<file path="config.mk">
export PLATFORM = sky130hd
export DESIGN_NAME = goal_referee
export DESIGN_NICKNAME = d
export VERILOG_FILES = /design/src/rtl/pong_pkg.sv /design/src/rtl/edge_sync.sv /design/src/rtl/goal_referee.sv
export SDC_FILE = /design/constraint.sdc
export NUM_CORES = 1
export LEC_CHECK = 0
export ABC_AREA = 1
export CORE_MARGIN = 1.5
export CORE_UTILIZATION = 53
export DETAILED_ROUTE_END_ITERATION = 16
export GPL_ROUTABILITY_DRIVEN = 0
export PLACE_DENSITY_LB_ADDON = 0.15
export SYNTH_ARGS = -nofsm -noshare
export SYNTH_HDL_FRONTEND = slang
export SYNTH_SLANG_ARGS = --single-unit
</file>
<file path="constraint.sdc">
create_clock -name px_clk -period 2.58 [get_ports px_clk]
set_clock_uncertainty 0.15 [all_clocks]
set_input_delay 0.258 -clock px_clk [delete_from_list [all_inputs] [get_ports px_clk]]
set_output_delay 0.258 -clock px_clk [all_outputs]
set_load 0.005 [all_outputs]
</file>
<file path="src/rtl/pong_pkg.sv">
// Shared pong definitions: screen geometry, coordinate width, referee FSM states.
package pong_pkg;

  localparam int unsigned width_screen  = 800;
  localparam int unsigned height_screen = 600;
  localparam int unsigned coord_w       = 10;

  typedef enum logic [1:0] {
    IDLE  = 2'd0,
    SERVE = 2'd1,
    PLAY  = 2'd2,
    OVER  = 2'd3
  } state_t;

endpackage

</file>
<file path="src/rtl/edge_sync.sv">
// Two-flop synchronizer followed by a registered rising-edge detector.
// The pulse appears a fixed number of clocks after the input is first sampled high.
module edge_sync (
  input  logic clk,
  input  logic reset,
  input  logic din,
  output logic pulse
);

  logic meta;
  logic sync;
  logic prev;

  // Synchronize the slow input and emit one pulse per rising edge.
  always_ff @(posedge clk) begin
    if (reset) begin
      meta  <= 1'b0;
      sync  <= 1'b0;
      prev  <= 1'b0;
      pulse <= 1'b0;
    end else begin
      meta  <= din;
      sync  <= meta;
      prev  <= sync;
      pulse <= sync & ~prev;
    end
  end

endmodule

</file>
<file path="src/rtl/goal_referee.sv">
// Goal referee: detects goals on dynamics ticks, paces serves and ends the match.
// Shadow scores exist only to detect match end; the scoreboard holds the displayed score.
module goal_referee #(
  parameter int unsigned width_screen = 800,
  parameter int unsigned ball_size    = 10,
  parameter int unsigned goal_margin  = 4,
  parameter int unsigned max_score    = 9,
  parameter int unsigned serve_ticks  = 60
) (
  input  logic                           px_clk,
  input  logic                           reset,
  input  logic                           dyn_clk,
  input  logic [pong_pkg::coord_w-1:0]   ball_x,
  input  logic                           start,
  output logic                           goal_ply1,
  output logic                           goal_ply2,
  output logic                           score_rst,
  output logic                           serve,
  output logic                           game_over,
  output logic                           winner
);

  import pong_pkg::*;

  localparam int unsigned       cnt_w     = (serve_ticks > 1) ? $clog2(serve_ticks) : 1;
  localparam logic [cnt_w-1:0]  cnt_last  = cnt_w'(serve_ticks - 1);
  localparam logic [10:0]       hit_r_lim = 11'(width_screen + goal_margin);
  localparam logic [3:0]        score_max = 4'(max_score);

  logic             tick;
  logic             hit_r;
  logic             hit_l;
  state_t           state, state_nx;
  logic [cnt_w-1:0] cnt, cnt_nx;
  logic [3:0]       sc1, sc1_nx, sc1_inc;
  logic [3:0]       sc2, sc2_nx, sc2_inc;
  logic             goal1_nx, goal2_nx, score_rst_nx, winner_nx;

  edge_sync u_tick_sync (
    .clk   (px_clk),
    .reset (reset),
    .din   (dyn_clk),
    .pulse (tick)
  );

  // Sums are taken at 11 bits so a ball near the right edge cannot wrap.
  assign hit_r   = ({1'b0, ball_x} + 11'(ball_size)) >= hit_r_lim;
  assign hit_l   = ball_x <= pong_pkg::coord_w'(goal_margin);
  assign sc1_inc = sc1 + 4'd1;
  assign sc2_inc = sc2 + 4'd1;

  // Next-state, serve counter, score and pulse decisions.
  always_comb begin
    state_nx     = state;
    cnt_nx       = cnt;
    sc1_nx       = sc1;
    sc2_nx       = sc2;
    goal1_nx     = 1'b0;
    goal2_nx     = 1'b0;
    score_rst_nx = 1'b0;
    winner_nx    = winner;
    unique case (state)
      IDLE, OVER: begin
        if (start) begin
          state_nx     = SERVE;
          score_rst_nx = 1'b1;
          sc1_nx       = '0;
          sc2_nx       = '0;
          cnt_nx       = '0;
        end
      end
      SERVE: begin
        if (tick) begin
          if (cnt == cnt_last) begin
            state_nx = PLAY;
            cnt_nx   = '0;
          end else begin
            cnt_nx = cnt + 1'b1;
          end
        end
      end
      PLAY: begin
        // Right-edge goal takes priority; left is only considered without it.
        if (tick && hit_r) begin
          goal1_nx = 1'b1;
          sc1_nx   = sc1_inc;
          if (sc1_inc == score_max) begin
            state_nx  = OVER;
            winner_nx = 1'b0;
          end else begin
            state_nx = SERVE;
          end
        end else if (tick && hit_l) begin
          goal2_nx = 1'b1;
          sc2_nx   = sc2_inc;
          if (sc2_inc == score_max) begin
            state_nx  = OVER;
            winner_nx = 1'b1;
          end else begin
            state_nx = SERVE;
          end
        end
      end
      default: state_nx = IDLE;
    endcase
  end

  // State, counters and registered outputs.
  always_ff @(posedge px_clk) begin
    if (reset) begin
      state     <= IDLE;
      cnt       <= '0;
      sc1       <= '0;
      sc2       <= '0;
      goal_ply1 <= 1'b0;
      goal_ply2 <= 1'b0;
      score_rst <= 1'b0;
      serve     <= 1'b1;
      game_over <= 1'b0;
      winner    <= 1'b0;
    end else begin
      state     <= state_nx;
      cnt       <= cnt_nx;
      sc1       <= sc1_nx;
      sc2       <= sc2_nx;
      goal_ply1 <= goal1_nx;
      goal_ply2 <= goal2_nx;
      score_rst <= score_rst_nx;
      serve     <= (state_nx != PLAY);
      game_over <= (state_nx == OVER);
      winner    <= winner_nx;
    end
  end

endmodule

</file>
# == Word level (Yosys, flattened, before mapping) ==
# Cells that the tools add are included.
# totals
latch_bits,0
input_bits,14
ramBits,0
out_inout_bits,6
n_memories,0
reg_bits,26
mem_bits_ro,0
# op_classes
n_lt_le_gt_ge,2
shift,0
add_sub_neg,4
n_bitwise,4
n_mux,25
reduce_logical,15
n_eq_ne,14
n_mul,0
div,0
# ops
operator,n
6-bit 2-to-1 mux,3
4-bit 2-to-1 mux,4
4-bit case mux with 2 select lines,2
2-bit 2-to-1 mux,7
6-bit case mux with 2 select lines,1
10-bit by 4-bit adder with 11-bit output (second input constant),1
11-bit by 10-bit greater-or-equal comparator with 1-bit output (second input constant),1
10-bit by 3-bit less-or-equal comparator with 1-bit output (second input constant),1
2-bit inequality test (second input constant),5
4-bit by 1-bit adder with 4-bit output (second input constant),2
4-bit equality test (second input constant),2
4-bit AND reduction,2
2-bit nonzero test,4
1-bit 2-to-1 mux,7
6-bit by 1-bit adder with 6-bit output (second input constant),1
2-bit equality test (second input constant),3
6-bit equality test (second input constant),1
2-bit case mux with 3 select lines,1
3-bit AND reduction,2
2-bit OR reduction,3
2-bit by 1-bit inequality test with 1-bit output (second input constant),2
1-bit NOT,3
3-bit OR reduction,1
2-bit by 1-bit equality test with 1-bit output (second input constant),1
other kinds (3),4

# == Logic depth before layout (Yosys ltp) ==
# Gate-level depths: netlist of run 1.
# logic_depth
word_depth,7
ltp_mapped,16
ltp_nobuf,16

# == By module ==
# Synthesis of run 1 repeated with hierarchy kept, for this count alone.
# unflattened
hier_cells,228
hier_area_um2,1592.8
# modules_own_cells
module,instances,area_per_inst_um2,cells_each,seq_area_each_um2
goal_referee,1,1477.7,216,440.4
edge_sync,1,115.1,12,80.1

# == Worst setup path before layout of run 1 ==
# Ideal clock, no wire load.
# synth_timing
path_kind,flip-flop to flip-flop
start,register state[0]
end,register cnt[4]
path_buffers,0
synth_period_minus_slack_ps,1885
path_stages_with_launch,10
required_ps,2311
arrival_time_ps,1616
setup_slack_ps,695
setup_time_ps,119
cell_sequence,dfxtp_1 > inv_1 > ha_1 > inv_1 > nor2_1 > inv_1 > o21ai_0 > nor2_1 > inv_1 > o221a_2
# synth_via
elab_chain_cells,4
elab_cells_between_ends,9
cone_classes,4 x eq/ne; 1 x mux; 4 x reduce/logical
# synth_rtl
item,line_no,rtl
start: declaration,goal_referee.sv:33,"state_t state, state_nx;"
start signal: assignment,goal_referee.sv:122,state <= state_nx;
2-bit equality test / 2-bit zero test (equally long branches),goal_referee.sv:62,unique case (state)
2-bit OR reduction,goal_referee.sv:62,
2-bit inequality test (no source line) / 2-bit nonzero test (equally long branches),--,
3-bit AND reduction (no source line),--,
end signal: assignment,goal_referee.sv:123,cnt <= cnt_nx;
end: declaration,goal_referee.sv:34,"logic [cnt_w-1:0] cnt, cnt_nx;"
# Parallel ways exist; a longest one is shown, timed or not.
# A chain may end at the register's enable or synchronous reset.

# == Worst setup path after layout of run 1 ==
# layout_timing
start,register state[0]
end,register cnt[3]
# Same word-level chain as after synthesis.

==> run summary, run 1 <==
The number of antenna cells inserted came out at 0. The share of the core filled with cells came out at 0.6629. The sink count of the clock tree came out at 26.

The number of rows in the core area came out at 19. The time the worst path needs with I/O delays and setup is 2132 ps. The static leakage is 0.8152 nW. Counting flops and latches in the post-synthesis netlist gives 26. The full die area came out at 3263 um2.

The area of the mapped netlist came out at 1553 um2. TritonCTS built the clock tree. The die height came out at 57.13 um.

The largest driver fanout on the critical path is 7. The number of distinct standard cells referenced by the synthesized netlist came out at 28. The share of the clock period used by the worst path is 0.8262. The number of maximum-capacitance constraint violations came out at 0. The maximum number of pins on one net before global-route repair came out at 16. The deepest level of the CTS H-tree is 1. The final number of setup-violating endpoints is 0. The critical path is of the reg -> reg type. The effective utilization at floorplan is 0.5631. STA classifies the critical path endpoint as a flop. The via count of the routed design came out at 1412. The peak supply drop came out at 0.5382 mV. The number of instances in the synthesized netlist is 221. After legalization and detailed placement, the total HPWL measured 2281 um. The critical path data arrival time is 2250 ps. STA classifies the critical path startpoint as a flop. CTS placed an instance of clkbuf_4 at the clock tree root.

The aggregate routed wire length is 2904 um. The post-detailed-route wirelength per cell is 10.60 um. The hold violation total from the final report was 0. The area growth from synthesis to layout came out at 17.73%. The chip width came out at 57.13 um. The flow ran to the end, and the final reports show no timing, DRC or antenna violations.

The clock buffer count from CTS is 3. The slew at the pin with the worst max-slew slack is 335.8 ps. The share of layout cells above drive strength 1 is 0.1152. The number of antenna violations at the first check in global routing is 0. The number of search-and-repair iterations in the first detailed-routing pass came out at 4. Buffers added to address setup during post-CTS repair amount to 0.

The design draws 861.4 uW. The number of routed nets with antenna violations is 0. The total routing resource utilization after global routing came out at 0.1921. In this run the tightest slew margin relative to its limit is 0.7753. The number of hold buffers added after CTS is 0.

The top-level port count is 20. Setup repair after global routing left no endpoint under its margin. The class of the most critical hold timing path is reg -> reg. Input and output buffers added on the ports amount to 19. The via count of the first global-routing pass came out at 1257. For this run, the number of Yosys warnings is 0. The required time of the worst setup path came out at 2700 ps. Dividing total power by cell area gives a power density of 471.2 nW/um2. The global-route wire length before repair came out at 5126 um. The peak clock frequency supported by timing is 469.1 MHz. Post-CTS repair changed the size of 0 cells. The setup TNS is 0 ps. The clock passes through at most 2 buffers. The clock slew seen by the registers of the worst setup and hold paths came out at 140 ps. The final-report max-slew violation count is 0. The synthesized net count came out at 244. A synthesized cell averages 7.026 um2. The count of unresolved DRC violations after routing is 0.

The clock latency at the later pin of the worst-skew pair is 320 ps. The placeable core region came out at 2758 um2. Summed over all layers, the global routing overflow is 0.

The number of DRC markers in iteration 0 is 89. The number of inserted filler cells in the final layout is 239. The sequential fraction of the synthesis area came out at 0.3352. For this run, the post-layout net count is 267.

The number of vias per cell is 5.153.
## placed cells by master, fill, tap and decap left out, drive strengths merged, types with 2 or more instances in the layout
master         count
nand2             44
inv               36
dfxtp             26
nor2              26
nand3             25
a21oi             20
clkdlybuf4s50     19
ha                 9
o21ai              8
nand4              5
nor3               3
xor2               3
clkbuf             3
a211oi             2
and3               2
o21bai             2
nand3b             2
buf                2
## synth_stat cells
cell	n	area share
nand2_1	34	0.082
inv_1	33	0.080
dfxtp_1	26	0.34
nand3_1	25	0.081
nor2_1	23	0.056
a21oi_1	16	0.052
ha_1	9	0.073
nand2_2	8	0.032
o21ai_0	8	0.026
nand4_1	5	0.020
a21oi_2	3	0.017
inv_2	3	0.0073
nor2_2	3	0.012
nor3_1	3	0.0097
xor2_1	3	0.017
a211oi_1	2	0.0097
and3_1	2	0.0081
clkbuf_1	2	0.0048
nand2_4	2	0.015
nand3b_1	2	0.0097
o21bai_1	2	0.0097
a21oi_4	1	0.010
a31oi_1	1	0.0040
clkbuf_8	1	0.0089
nor3b_1	1	0.0048
o221a_2	1	0.0073
or2_2	1	0.0040
xnor2_1	1	0.0056
## per-stage QoR
step | hold WS (ps) | cells | instance area, um2 | setup slack, ps
detailed placement | 228.0 | 270 | 1775 | 248.9
finish | 245.2 | 274 | 1828 | 448.4
floorplan | 215.0 | 221 | 1553 | 695.4
CTS | 248.1 | 274 | 1828 | 423.2
global placement | 224.5 | 270 | 1775 | 295.3
global route | 252.8 | 274 | 1828 | 241.3
## power by group
group	switching, mW	internal [mW]	total (mW)
Sequential	0.00994	0.416	0.426
Combinational	0.0963	0.0641	0.160
Clock	0.118	0.157	0.275
## worst paths after layout
check	endpoint	slack [ps]	cells after the start	startpoint
max	cnt[3]	450	10	state[0]
min	u_tick_sync.pulse	250	1	u_tick_sync.prev
max reg2reg	cnt[3]	450	10	state[0]
min reg2reg	u_tick_sync.pulse	250	1	u_tick_sync.prev
## routing by layer
layer	vias to the layer above	global-route usage	wire length (um)
met5	-	0	0
met4	0	0.01993	17
met3	2	0.04082	111
met2	31	0.3366	1342
met1	618	0.2521	1432
li1	761	-	-
## sequential cells by signal (all words and copies together), names as in the netlist
| signal | cells |
|---|---|
| cnt | 6 |
| game_over | 1 |
| goal_ply2 | 1 |
| sc2 | 4 |
| goal_ply1 | 1 |
| sc1 | 4 |
| score_rst | 1 |
| u_tick_sync.meta | 1 |
| state | 2 |
| u_tick_sync.prev | 1 |
| serve | 1 |
| u_tick_sync.pulse | 1 |
| u_tick_sync.sync | 1 |
| winner | 1 |
## critical path, cell delays in order (launching register included)
cell	delay, ps
dfxtp_1	380
inv_1	60
ha_1	380
inv_1	100
nor2_1	60
inv_1	60
o21ai_0	70
nor2_1	280
inv_1	170
o21ai_0	190
and3_1	170
## layout make-up
cell class                 count  area [um2]  area share
sequential                    26       520.5      0.2847
multi-input combinational    156       875.8      0.4791
timing repair buffer          21       205.2      0.1123
clock buffer                   3       22.52     0.01232
tap                           31       38.79     0.02122
clock inverter                 1       30.03     0.01643
inverter                      36       135.1     0.07392
## kinds of logic (layout without fill, tap and decap cells)
logic type                 Yosys count  in the layout  synth area share
AOI/OAI and AO/OA                   34             34            0.1354
xor gates and xnor gates             4              4           0.02257
adders and majority gates            9              9           0.07252
buffers and inverters               39             61            0.1007
DFF                                 26             26            0.3352
and+or+nand+nor                    109            109            0.3336
Power figures use the tool's default switching activity.
==> run 2: changes to the inputs <==
--- a/config.mk
+++ b/config.mk
@@ -7,7 +7,7 @@
 export LEC_CHECK = 0
 export ABC_AREA = 1
 export CORE_MARGIN = 1.5
-export CORE_UTILIZATION = 53
+export CORE_UTILIZATION = 49
 export DETAILED_ROUTE_END_ITERATION = 16
 export GPL_ROUTABILITY_DRIVEN = 0
 export PLACE_DENSITY_LB_ADDON = 0.15
==> constraint.sdc (replaced) <==
create_clock -name px_clk -period 1.8 [get_ports px_clk]
set_clock_uncertainty 0.15 [all_clocks]
set_input_delay 0.18 -clock px_clk [delete_from_list [all_inputs] [get_ports px_clk]]
set_output_delay 0.18 -clock px_clk [all_outputs]
set_load 0.005 [all_outputs]
==> run 2 against run 1 <==
  * First-iteration DRC count decreased by 46%
  * Routed wire length increased by 20%
  * Register-to-register slack got worse by 410 ps
  * Global-route usage increased by 0.45 points
  * Maximum frequency increased by 21%
  * Clock power increased by 45%
  * Largest cell class unchanged
==> run summary, run 2 (synthesized netlist as in run 1, its figures left out) <==
The post-layout total power came out at 1.336 mW (+55%). The library cells used most frequently in the layout, excluding fill and tap cells, are nand2_1 (34), inv_1 (30), nand3_1 (25). Ranked by flip-flop count, first place goes to cnt. The switching portion of total power was 0.2739 (+0.01331). The placeable core region is 3028 um2 (+9.8%). The most common cell after layout, fill and taps aside is nand2_1. The peak supply drop came out at 0.4651 mV (-14%). The number of rows in the core area is 20 (+1). The number of routed nets with antenna violations came out at 0 (unchanged). The number of buffers added on ports is 19 (unchanged). The share of total power in the clock network is 0.299 (-0.021).

The flow ran to the end, and the final reports show no timing, DRC or antenna violations. The number of inserted filler cells in the final layout came to 277 (+16%). The share of the clock period used by the worst path is 0.9766 (+0.1504). The minimum setup slack after placement is -403.4 ps (-652.3 ps). The via count of the first global-routing pass came to 1254 (-0.24%). The number of DRC markers in iteration 0 is 48 (-46%). The hold violation total from the final report came out at 0 (unchanged). The number of nets in the finished design is 288 (+7.9%).

The areal power density over the cells came out at 634.7 nW/um2 (+35%). The cell-internal power is 969.9 uW (+52%). The time the worst path needs with I/O delays and setup is 1758 ps (-373.6 ps). The class of the most critical hold timing path is in -> reg.

The full die area is 3515 um2 (+7.7%). TritonCTS built the clock tree. STA classifies the critical path startpoint as a flop. The total routing resource utilization after global routing is 0.1966 (+0.004468). The clock slew seen by the registers of the worst setup and hold paths came out at 140 ps (about the same). The global-route wire length before repair was 5340 um (+4.2%).

The number of flip-flops under the largest register name is 6 (unchanged). The share of layout cells above drive strength 1 came to 0.2765 (+0.1613). The overflow left after global routing came out at 0 (unchanged).

The sink count of the clock tree is 26 (unchanged). The setup path with the least slack is of type reg -> reg. The post-detailed-route wirelength per cell is 11.32 um (+6.8%). The number of hold buffers added after CTS is 0 (unchanged).

The chip width is 59.29 um (+3.8%). The switching component of the power came out at 365.9 uW (+63%). The peak clock frequency supported by timing came out at 568.8 MHz (+21%).

The largest buffer count on any clock path came out at 2 (unchanged). The final-report max-slew violation count is 0 (unchanged). The summed area of non-filler cells in the final layout is 2105 um2 (+15%). The worst hold slack after final layout is 201.7 ps (-43.54 ps).

The clock buffer count from CTS is 3 (unchanged). The critical path data arrival time is 1840 ps (-410 ps). The smallest setup slack after layout is 42.03 ps (-406.4 ps). The final number of setup-violating endpoints is 0 (unchanged). The area of all sequential standard cells is 525.5 um2 (+0.96%). The clock latency at the later pin of the worst-skew pair was 320 ps (about the same). The post-place instance area is 1947 um2 (+9.7%). The slew at the pin with the worst max-slew slack is 250.4 ps (-85.35 ps). The clock root buffer is clkbuf_4. The largest driver fanout on the critical path came to 6 (-1). The effective utilization at floorplan came out at 0.5128 (-0.05026).

The deepest level of the CTS H-tree was 1 (unchanged). The type of element capturing the critical path is a flop. The number of antenna violations at the first check in global routing came out at 0 (unchanged).

The maximum number of pins on one net before global-route repair is 16 (unchanged). The aggregate routed wire length is 3486 um (+20%). The power share of the sequential group came to 0.458 (-0.036).

The number of antenna cells inserted came out at 0 (unchanged). The count of unresolved DRC violations after routing is 0 (unchanged). The die height is 59.29 um (+3.8%).

The detailed placer's ending HPWL is 2552 um (+12%). The number of maximum-capacitance constraint violations is 0 (unchanged). The relative max-transition margin came out at 0.8323 (+0.05695). In the final layout, the registers with the most flip-flops are cnt x6, sc1 x4, sc2 x4.

The via count of the routed design is 1499 (+6.2%). The area growth from synthesis to layout came out at 35.54%. The top-level port count came out at 20 (unchanged). The number of vias per cell is 4.867 (-5.6%). The power share of the combinational group came out at 0.243 (+0.057). The number of search-and-repair iterations in the first detailed-routing pass came out at 6 (+2). The static leakage came out at 0.9578 nW (+17%). The required time of the worst setup path was 1880 ps (-820 ps). The area of combinational cells with multiple inputs came out at 959.7 um2 (+9.6%).
## run 2: changes by cell type in the layout (fill, tap and decap cells not counted), sizes merged
cell,change
dlymetal6s2s,+4
buf,+21
dlygate4sd2,+2
clkdlybuf4s50,-6
## run 2: metrics by stage
step / setup TNS, ps / instances / utilization
global route: -135.2 / 308 / 0.6950
floorplan: 0 / 221 / -
CTS: -1.863 / 307 / 0.6711
finish: 0 / 308 / 0.6950
detailed placement: -5007 / 302 / 0.6430
global placement: -4389 / 302 / 0.6430
## run 2: worst max-delay path: stages, from the launching register on
cell and delay (ps):
dfxtp_2 360, inv_2 50, ha_4 250, buf_6 130, nor2_4 120, a21oi_2 50, buf_4 140, a21oi_4 150
inv_4 80, nand2_1 100, a21oi_2 70
## run 2: layer usage
metal,track usage,share of wire,vias up
met5,0,0,-
met4,0.04870,0.0069,0
met3,0.02620,0.026,2
met2,0.3234,0.50,24
met1,0.2709,0.47,667
li1,-,-,806
## run 2: path summary, 6_finish.rpt
path                                       start               end  slack, ps  cells past startpoint
worst max-delay path                    state[0]            sc2[3]         40                     10
worst min-delay path                     dyn_clk  u_tick_sync.meta        200                      3
worst max register to register          state[0]            sc2[3]         40                     10
worst min register to register  u_tick_sync.meta  u_tick_sync.sync        280                      2
## run 2: what timing repair did
item,4_1_cts,5_1_grt
setup buffers,1,1
pin swaps,3,4
gates resized for setup,13,23
setup endpoints to repair,13,17
## run 2: area by class of cell
type / count / share of cell area
Multi-Input combinational cell: 156 / 0.4560
Sequential cell: 26 / 0.2497
Clock buffer: 3 / 0.01070
Inverter: 36 / 0.06540
Tap cell: 44 / 0.02616
Timing Repair Buffer: 42 / 0.1778
Clock inverter: 1 / 0.01427
## run 2: power by group through the flow
stage               clock (mW)  sequential, mW  combinational, mW
floorplan                    0           0.621              0.163
global placement             0           0.622              0.272
detailed placement           0           0.623              0.275
CTS                      0.413           0.611              0.294
global route             0.420           0.614              0.362
finish                   0.400           0.612              0.325
==> run 3: changes to the inputs <==
--- a/config.mk
+++ b/config.mk
@@ -7,7 +7,8 @@
 export LEC_CHECK = 0
 export ABC_AREA = 1
 export CORE_MARGIN = 1.5
-export CORE_UTILIZATION = 49
+export CORE_UTILIZATION = 30
+export CTS_CLUSTER_SIZE = 20
 export DETAILED_ROUTE_END_ITERATION = 16
 export GPL_ROUTABILITY_DRIVEN = 0
 export PLACE_DENSITY_LB_ADDON = 0.15
==> run 3 against run 2 <==
  * Sequential power about the same
  * Maximum frequency is 2.5% higher
  * Global-route usage decreased by 6.6 points
  * Clock-buffer cell count unchanged
  * Critical path depth down 2
  * Die area increased by 60%
  * Register-to-register slack improved by 40 ps
  * Total power down 6.7%
  * Critical path type unchanged
  * Largest power group unchanged
==> run summary, run 3 (synthesized netlist as in run 1, its figures left out) <==
The flow ran to the end, and the final reports show no timing, DRC or antenna violations. The final number of setup-violating endpoints came out at 0 (unchanged). The area of all sequential standard cells came to 528.0 um2 (+0.48%).

The die height was 74.95 um (+26%). The number of antenna cells inserted is 0 (unchanged). The largest buffer count on any clock path is 2 (unchanged).

STA classifies the critical path endpoint as a flop. The peak clock frequency supported by timing is 583.0 MHz (+2.5%). The required time of the worst setup path was 1830 ps (-50 ps). The via count of the routed design came out at 1472 (-1.8%).

The share of layout cells above drive strength 1 came out at 0.2755 (-0.001043). The number of routed nets with antenna violations came out at 0 (unchanged). The effective utilization at floorplan is 0.3079 (-0.2049). The full die area is 5617 um2 (+60%).

The overflow left after global routing came out at 0 (unchanged). The post-detailed-route wirelength per cell came to 10.16 um (-10%). The share of the core filled with cells is 0.4218 (-0.2732). The largest driver fanout on the critical path came out at 6 (unchanged).

The minimum setup slack after placement is -400.2 ps (+3.134 ps). The global-route wire length before repair came to 5740 um (+7.5%). The cell sitting at the root of the clock tree is a clkbuf_8. The number of DRC markers in iteration 0 is 75 (+56%). The chip width came to 74.95 um (+26%). The count of unresolved DRC violations after routing is 0 (unchanged).

The largest register by flop count is cnt. The clock buffer count from CTS is 3 (unchanged). TritonCTS built the clock tree. The smallest setup slack after layout came to 84.73 ps (+42.70 ps). The number of nets in the finished design is 290 (+0.69%). The number of rows in the core area came to 26 (+30%).

The number of inserted filler cells in the final layout came out at 538 (+94%). The share of the clock period used by the worst path is 0.9529 (-0.02372). The logic depth of the worst register-to-register path was 8 (-2). The number of maximum-capacitance constraint violations is 0 (unchanged). The deepest level of the CTS H-tree is 1 (unchanged). The number of buffers added on ports came out at 19 (unchanged). The detailed placer's ending HPWL came out at 2684 um (+5.2%).

The sink count of the clock tree was 26 (unchanged). The clock latency at the later pin of the worst-skew pair is 260 ps (-60 ps). The static leakage came out at 0.9689 nW (+1.2%).

The hold violation total from the final report came out at 0 (unchanged). The area of combinational cells with multiple inputs came out at 949.7 um2 (-1.0%). The critical path is of the reg -> reg type. The time the worst path needs with I/O delays and setup is 1715 ps (-42.70 ps).

The setup TNS came out at 0 ps (unchanged). The via count of the first global-routing pass was 1333 (+6.3%). The post-layout total power is 1.247 mW (-6.7%). The number of search-and-repair iterations in the first detailed-routing pass is 4 (-2). The peak supply drop came to 0.4491 mV (-3.4%). The worst setup path is launched from a flop.

The number of antenna violations at the first check in global routing was 0 (unchanged). In the layout the commonest cells are nand2_1 (34), inv_1 (29), buf_4 (25). The total routing resource utilization after global routing came out at 0.1301 (-0.06647). The critical path data arrival time is 1750 ps (-90 ps). The clock slew seen by the registers of the worst setup and hold paths is 90 ps (-50 ps). The library cell used most frequently in the layout, excluding fill and tap cells, is nand2_1. Setup repair after global routing could not meet its margin everywhere. The number of flip-flops under the largest register name came out at 6 (unchanged). The maximum number of pins on one net before global-route repair is 14 (-2). The largest registers in the layout are cnt x6, sc1 x4, sc2 x4. The aggregate routed wire length is 3405 um (-2.3%).

The placeable core region was 5042 um2 (+67%). The areal power density over the cells came out at 586.1 nW/um2 (-7.7%). The min-delay analysis places its worst path in the category reg -> reg. The summed area of non-filler cells in the final layout is 2127 um2 (+1.1%). The relative max-transition margin is 0.8361 (+0.003794). The area growth from synthesis to layout is 36.99%. The top-level port count is 20 (unchanged).

The slew at the pin with the worst max-slew slack came out at 245.3 ps (-5.104 ps). The number of cells on the worst hold path is 1 (-2). The number of vias per cell is 4.394 (-9.7%). The post-place instance area is 2017 um2 (+3.6%). The final-report max-slew violation count was 0 (unchanged).
-- run 3: cell count changes in the layout (fill, tap and decap cells not counted), sizes merged --
cell,before,now
buf,23,25
bufinv,1,0
clkbuf,3,5
clkdlybuf4s50,13,12
dlygate4sd2,2,0
dlymetal6s2s,4,5
-- run 3: stage by stage --
stage / hold WS [ps] / cells
3_5_place_dp: 231.0 / 333
4_1_cts: 244.8 / 336
2_1_floorplan: 137.0 / 221
6_report: 245.5 / 335
3_3_place_gp: 228.3 / 333
5_1_grt: 248.4 / 335
-- run 3: critical path, stage by stage (launching register included) --
cell and delay (ps):
dfxtp_2 340, inv_2 50, ha_4 250, nor2_1 180, a21oi_2 70, buf_4 140
a21oi_4 130, inv_2 80, a211oi_1 230
-- run 3: area by class of cell --
cell class              instances  share of cell area
multi-input cells             156              0.4465
flip-flops and latches         26              0.2482
repair buffers                 44              0.1788
inverters                      36             0.06588
well taps                      70             0.04118
clock buffers                   3             0.01941
-- run 3: timing repair --
| item | CTS | global route |
|---|---|---|
| hold buffers | 0 | 0 |
| setup buffers | 0 | 1 |
| pin swaps | 2 | 8 |
| resized for setup | 10 | 30 |
| setup endpoints to repair | 16 | 18 |
-- run 3: power by group --
part	leakage [nW]	total (mW)	internal [mW]	switching, mW
Clock	0.0216	0.322	0.150	0.172
Sequential	0.214	0.610	0.596	0.0143
Combinational	0.734	0.315	0.142	0.173
-- run 3: worst paths after layout --
| kind | from | endpoint | slack (ps) |
|---|---|---|---|
| setup / recovery | state[0] | sc2[0] | 80 |
| setup reg to reg | state[0] | sc2[0] | 80 |
| hold reg to reg | u_tick_sync.prev | u_tick_sync.pulse | 250 |
| hold / removal | u_tick_sync.prev | u_tick_sync.pulse | 250 |
-- run 3: layer usage --
| layer | global-route usage | part of all wire | vias up |
|---|---|---|---|
| li1 | - | - | 806 |
| met3 | 0.02410 | 0.022 | 2 |
| met2 | 0.2252 | 0.47 | 13 |
| met5 | 0 | 0 | - |
| met1 | 0.1725 | 0.50 | 651 |
| met4 | 0.01818 | 0.0038 | 0 |
